$ cat config.mk
export PLATFORM = sky130hd
export DESIGN_NAME = fetch_queue_flat
export DESIGN_NICKNAME = d
export VERILOG_FILES = /design/src/rtl/fetch_queue_pkg.sv /design/src/rtl/fetch_queue_if.sv /design/src/rtl/fetch_queue.sv /design/src/flat_wrapper.sv
export SDC_FILE = /design/constraint.sdc
export NUM_CORES = 1
export LEC_CHECK = 0
export CORE_ASPECT_RATIO = 1.2
export CORE_MARGIN = 2
export CORE_UTILIZATION = 45
export CTS_BUF_LIST = sky130_fd_sc_hd__clkbuf_4 sky130_fd_sc_hd__clkbuf_8 sky130_fd_sc_hd__clkbuf_16
export DETAILED_ROUTE_END_ITERATION = 6
export PLACE_DENSITY = 0.62
export SYNTH_ARGS = -nofsm -noshare
export SYNTH_HDL_FRONTEND = slang
export SYNTH_SLANG_ARGS = --single-unit
$ cat constraint.sdc
create_clock -name clk -period 10.28 [get_ports clk]
set_input_delay 1.028 -clock clk [delete_from_list [all_inputs] [get_ports clk]]
set_output_delay 1.028 -clock clk [all_outputs]
set_load 0.02 [all_outputs]
$ cat src/rtl/fetch_queue_pkg.sv
// Shared fetch-path types: the queued fetch entry and the decode bubble encoding.
package fetch_queue_pkg;

  localparam int unsigned FQ_DEPTH  = 4;
  localparam int unsigned FQ_INSTSZ = 32;
  localparam int unsigned FQ_WORDSZ = 64;

  // addi x0, x0, 0 -- what decode inserts when it has nothing to issue
  localparam logic [FQ_INSTSZ-1:0] NOP_INSTR = 32'h0000_0013;

  typedef struct packed {
    logic [FQ_WORDSZ-1:0] pc;
    logic [FQ_INSTSZ-1:0] instr;
    logic                 misaligned;
  } fq_entry_t;

endpackage

$ cat src/rtl/fetch_queue_if.sv
// Icache-to-queue push channel and queue-to-decode pop channel.
interface fetch_queue_if
  import fetch_queue_pkg::*;
#(
  parameter int unsigned DEPTH  = FQ_DEPTH,
  parameter int unsigned INSTSZ = FQ_INSTSZ,
  parameter int unsigned WORDSZ = FQ_WORDSZ
) ();

  logic                     in_valid;
  logic [WORDSZ-1:0]        in_pc;
  logic [INSTSZ-1:0]        in_instr;
  logic                     in_ready;
  logic                     out_valid;
  logic [WORDSZ-1:0]        out_pc;
  logic [INSTSZ-1:0]        out_instr;
  logic                     out_misaligned;
  logic                     out_ready;
  logic [$clog2(DEPTH):0]   occupancy;

  modport master (
    output in_valid, in_pc, in_instr, out_ready,
    input  in_ready, out_valid, out_pc, out_instr, out_misaligned, occupancy
  );

  modport slave (
    input  in_valid, in_pc, in_instr, out_ready,
    output in_ready, out_valid, out_pc, out_instr, out_misaligned, occupancy
  );

endinterface

$ cat src/rtl/fetch_queue.sv
// In-order instruction buffer between icache and decode; redirect flush empties it.
module fetch_queue
  import fetch_queue_pkg::*;
#(
  parameter int unsigned DEPTH  = FQ_DEPTH,
  parameter int unsigned INSTSZ = FQ_INSTSZ,
  parameter int unsigned WORDSZ = FQ_WORDSZ
) (
  input logic          clk,
  input logic          reset,
  input logic          flush,
  fetch_queue_if.slave bus
);

  localparam int unsigned PtrW = $clog2(DEPTH);
  localparam int unsigned CntW = PtrW + 1;

  fq_entry_t             mem_q [DEPTH];
  logic [PtrW-1:0]       head_q, head_d;
  logic [PtrW-1:0]       tail_q, tail_d;
  logic [CntW-1:0]       count_q, count_d;
  logic                  push, pop;
  fq_entry_t             in_entry;
  fq_entry_t             head_entry;
  logic [WORDSZ-1:0]     head_pc;
  logic [INSTSZ-1:0]     head_instr;

  // Ready depends on registered count only, so a full queue never admits a push
  // in the same cycle decode pops.
  assign bus.in_ready  = (count_q != CntW'(DEPTH));
  assign bus.out_valid = (count_q != '0);
  assign push          = bus.in_valid & bus.in_ready;
  assign pop           = bus.out_valid & bus.out_ready;

  assign in_entry.pc         = bus.in_pc;
  assign in_entry.instr      = bus.in_instr;
  assign in_entry.misaligned = (bus.in_pc[1:0] != 2'b00);

  assign head_entry = mem_q[head_q];
  assign head_pc    = head_entry.pc;
  assign head_instr = head_entry.instr;

  assign bus.out_pc         = bus.out_valid ? head_pc : '0;
  assign bus.out_instr      = bus.out_valid ? head_instr : '0;
  assign bus.out_misaligned = bus.out_valid & head_entry.misaligned;
  assign bus.occupancy      = count_q;

  always_comb begin
    head_d  = head_q;
    tail_d  = tail_q;
    count_d = count_q;
    if (flush) begin
      head_d  = '0;
      tail_d  = '0;
      count_d = '0;
    end else begin
      if (push) tail_d = tail_q + PtrW'(1);
      if (pop)  head_d = head_q + PtrW'(1);
      case ({push, pop})
        2'b10:   count_d = count_q + CntW'(1);
        2'b01:   count_d = count_q - CntW'(1);
        default: count_d = count_q;
      endcase
    end
  end

  always_ff @(posedge clk) begin
    if (!reset) begin
      head_q  <= '0;
      tail_q  <= '0;
      count_q <= '0;
    end else begin
      head_q  <= head_d;
      tail_q  <= tail_d;
      count_q <= count_d;
    end
  end

  // A push discarded by flush must not leave a stale write behind the new tail.
  always_ff @(posedge clk) begin
    if (!reset) begin
      for (int unsigned i = 0; i < DEPTH; i++) begin
        mem_q[i] <= '0;
      end
    end else if (push && !flush) begin
      mem_q[tail_q] <= in_entry;
    end
  end

  a_count_bound : assert property (@(posedge clk) disable iff (!reset)
    count_q <= CntW'(DEPTH));
  a_no_push_full : assert property (@(posedge clk) disable iff (!reset)
    !(push && !bus.in_ready));
  a_ptr_count : assert property (@(posedge clk) disable iff (!reset)
    PtrW'(tail_q - head_q) == count_q[PtrW-1:0]);

endmodule

$ cat src/flat_wrapper.sv
// flat-port wrapper written by rule: the top's interface ports become plain ports
module fetch_queue_flat import fetch_queue_pkg::*;
#(
  parameter int unsigned DEPTH  = FQ_DEPTH,
  parameter int unsigned INSTSZ = FQ_INSTSZ,
  parameter int unsigned WORDSZ = FQ_WORDSZ
)
  (clk, reset, flush, bus_in_valid, bus_in_pc, bus_in_instr, bus_out_ready, bus_in_ready, bus_out_valid, bus_out_pc, bus_out_instr, bus_out_misaligned, bus_occupancy);
  fetch_queue_if #(.DEPTH(DEPTH), .INSTSZ(INSTSZ), .WORDSZ(WORDSZ)) bus_i ();
  input logic clk;
  input logic reset;
  input logic flush;
  input wire logic [$bits(bus_i.in_valid)-1:0] bus_in_valid;
  input wire logic [$bits(bus_i.in_pc)-1:0] bus_in_pc;
  input wire logic [$bits(bus_i.in_instr)-1:0] bus_in_instr;
  input wire logic [$bits(bus_i.out_ready)-1:0] bus_out_ready;
  output wire logic [$bits(bus_i.in_ready)-1:0] bus_in_ready;
  output wire logic [$bits(bus_i.out_valid)-1:0] bus_out_valid;
  output wire logic [$bits(bus_i.out_pc)-1:0] bus_out_pc;
  output wire logic [$bits(bus_i.out_instr)-1:0] bus_out_instr;
  output wire logic [$bits(bus_i.out_misaligned)-1:0] bus_out_misaligned;
  output wire logic [$bits(bus_i.occupancy)-1:0] bus_occupancy;
  assign bus_i.in_valid = bus_in_valid;
  assign bus_i.in_pc = bus_in_pc;
  assign bus_i.in_instr = bus_in_instr;
  assign bus_i.out_ready = bus_out_ready;
  assign bus_in_ready = bus_i.in_ready;
  assign bus_out_valid = bus_i.out_valid;
  assign bus_out_pc = bus_i.out_pc;
  assign bus_out_instr = bus_i.out_instr;
  assign bus_out_misaligned = bus_i.out_misaligned;
  assign bus_occupancy = bus_i.occupancy;
  fetch_queue #(.DEPTH(DEPTH), .INSTSZ(INSTSZ), .WORDSZ(WORDSZ)) u_core (.clk(clk), .reset(reset), .flush(flush), .bus(bus_i));
endmodule
==> reports/metrics.yaml <==
seq_area_frac_synth: 0.663
synth_top_flop_cell: "edfxtp_1"
cts_tree: "done"
ir_worst_vdd_mv: 0.122
skew_ns: 0.0178
grt_max_degree: 91
fin_area_um2: 21500
p_total_mw: 3.53
synth_area_um2: 17800
clk_pin_slew_ns: 0.06
whs_path_depth: 2
vias_per_cell: 5.19
crit_type: "register to primary output"
cp-end-kind: "primary output"
hold_viol: 0
cts_hold_buf: 0
gp_congestion: 0.705
cp_slowest_stage_delay_ns: 0.85
wirelength_um: 39700
dp_cells: 1766
cts_setup_buffers: 0
drtIter0Drc: 569
worstMarginPinSlew_ns: 1.08
synth_top_cell_area_share: 0.653
core_area_um2: 38900
final_cell_mix: "and2_1, edfxtp_1, clkdlybuf4s50_1"
max_freq_mhz: 191
dpl.hpwl_um: 21000
fin_ws_ns: 5.04
wl_per_cell_um: 21.7
antenna_found_initial: 5
io_buffers: 202
synth_edf_count: 388
grtUsageMet3: 0.0406
crit_fanout: 43
synth_fp_nets: 1201
critPathLaunchType: "register"
worst-path-buf-inv: 3
ios: 203
reg2regPathDepth: 4
ys_top_cells_by_area: "edfxtp_1, and2_1, mux4_2, and2_2, dfxtp_1"
synth_top_cell_by_area: "edfxtp_1"
dp_slack_ns: 5.42
rows: 79
min_path_type: "register to register"
min_period_over_period: 0.509
crit_slowest_cell: "buf_4"
top_usage_layer: "met2"
globalRouteMet2Util: 0.325
placed_area_um2: 20300
synth_seq_cells: 397
dieArea_um2: 41200
ys_async_sr_fraction: 0
max-cap-violations: 0
first_global_vias: 10200
fp.dieH_um: 222
drive_above_1_share: 0.176
clk_latency_ns: 0.54
stdcell_count: 1830
rsz0062_at_grt: "no"
seqCellArea_um2: 11800
power_density_nw_per_um2: 164
ctsResizeCount: 0
start_util: 0.458
cts_inserted_buffers: 41
setup_tns_ns: 0
clockBufferDepth: 3
area_growth_pct: 20.7
drcViolationCount: 0
cp.depth: 5
final_util: 0.553
p_leak_nw: 7.58
die_w_um: 186
slew_headroom: 0.278
grt_first_pass_wirelength_um: 60400
synth_cell_types: 32
grt_use_met1: 0.266
cts_root_buf: "clkbuf_16"
status: "finished clean"
h-tree-depth: 2
path_cells: "buf_4 > buf_4 > mux4_2 > and2_1 > clkdlybuf4s50_1"
setup_violations: 0
slew_viol_final: 0
final_common_cell: "and2_1"
fin_nets: 1386
holdWs_ns: 0.529
path_delay_family: "buffers and inverters"
grt_overflow: 0
postRouteAntennaNets: 0
drtPass1Iterations: 4
required_ns: 9.25
track_usage: 0.196
worstPathArrival_ns: 4.21
synthCells: 1098
multi_input_comb_area_um2: 5650
clkSinkCount: 397
yosys_warnings: 0
vias: 9495
fin_crit_ns: 5.24
synthesis.area_per_instance_um2: 16.2
fill_cells: 3159
crit_top_cell: "buf_4"
==> layout make-up <==
class / instances / share of cell area
multi-input cells: 622 / 0.263
inverters: 6 / 0.00105
clock inverters: 8 / 0.00198
well taps: 526 / 0.0306
clock buffers: 55 / 0.0551
flip-flops and latches: 397 / 0.550
repair buffers: 215 / 0.0985
diodes: 1 / 0.000116
==> power by group <==
part | leakage, nW | switching (mW) | internal [mW]
clock | 0.614 | 0.580 | 0.800
combinational | 2.94 | 0.144 | 0.126
sequential | 4.03 | 0.0211 | 1.86
==> metal layers <==
| metal | up-vias | wire length (µm) |
|---|---|---|
| li1 | 4347 | - |
| met1 | 4853 | 17100 |
| met2 | 230 | 19700 |
| met3 | 55 | 2100 |
| met4 | 10 | 733 |
| met5 | - | 67 |
==> synth_stat cells, drive strengths merged (2+ instances only) <==
| cell type | number |
|---|---|
| buf | 24 |
| clkbuf | 49 |
| and2 | 482 |
| edfxtp | 388 |
| nand2b | 4 |
| a21oi | 3 |
| dfxtp | 9 |
| xor2 | 4 |
| nor2b | 4 |
| mux4 | 97 |
| inv | 6 |
| o21ai | 3 |
| nor4b | 2 |
| nor2 | 8 |
| or3 | 3 |
==> worst register-to-register path: cells and delay by family (launching register included) <==
family | cells | cell delay [ns]
DFF | 1 | 0.51
and+or+nand+nor | 3 | 1.58
buffers and inverters | 1 | 0.91
==> worst paths after layout <==
check                                                    endpoint  slack, ns                            startpoint
worst max-delay path                             bus_out_instr[9]       5.04                              register
worst max register to register  u_core.mem_q[0][58]$_SDFFCE_PN0P_       6.86  u_core.bus.occupancy[0]$_SDFFE_PP0P_
worst min register to register      u_core.head_q[1]$_SDFFE_PP0N_       0.53         u_core.head_q[1]$_SDFFE_PP0N_
worst min-delay path                u_core.head_q[1]$_SDFFE_PP0N_       0.53         u_core.head_q[1]$_SDFFE_PP0N_
==> sequential cells by signal, indices dropped and copies added (netlist names), named ones only <==
register / flops
u_core.mem_q: 388
u_core.bus.occupancy: 3
u_core.head_q: 2
u_core.tail_q: 2
==> cells by family after synthesis <==
family / Yosys count / share of synthesized area
muxes: 97 / 0.123
xor gates and xnor gates: 4 / 0.00196
adders and majority gates: 2 / 0.00182
AOI/OAI and AO/OA: 9 / 0.00302
buffers and inverters: 79 / 0.0217
DFF: 397 / 0.663
and+or+nand+nor: 510 / 0.186
No activity file was read; power rests on OpenSTA's default activity.
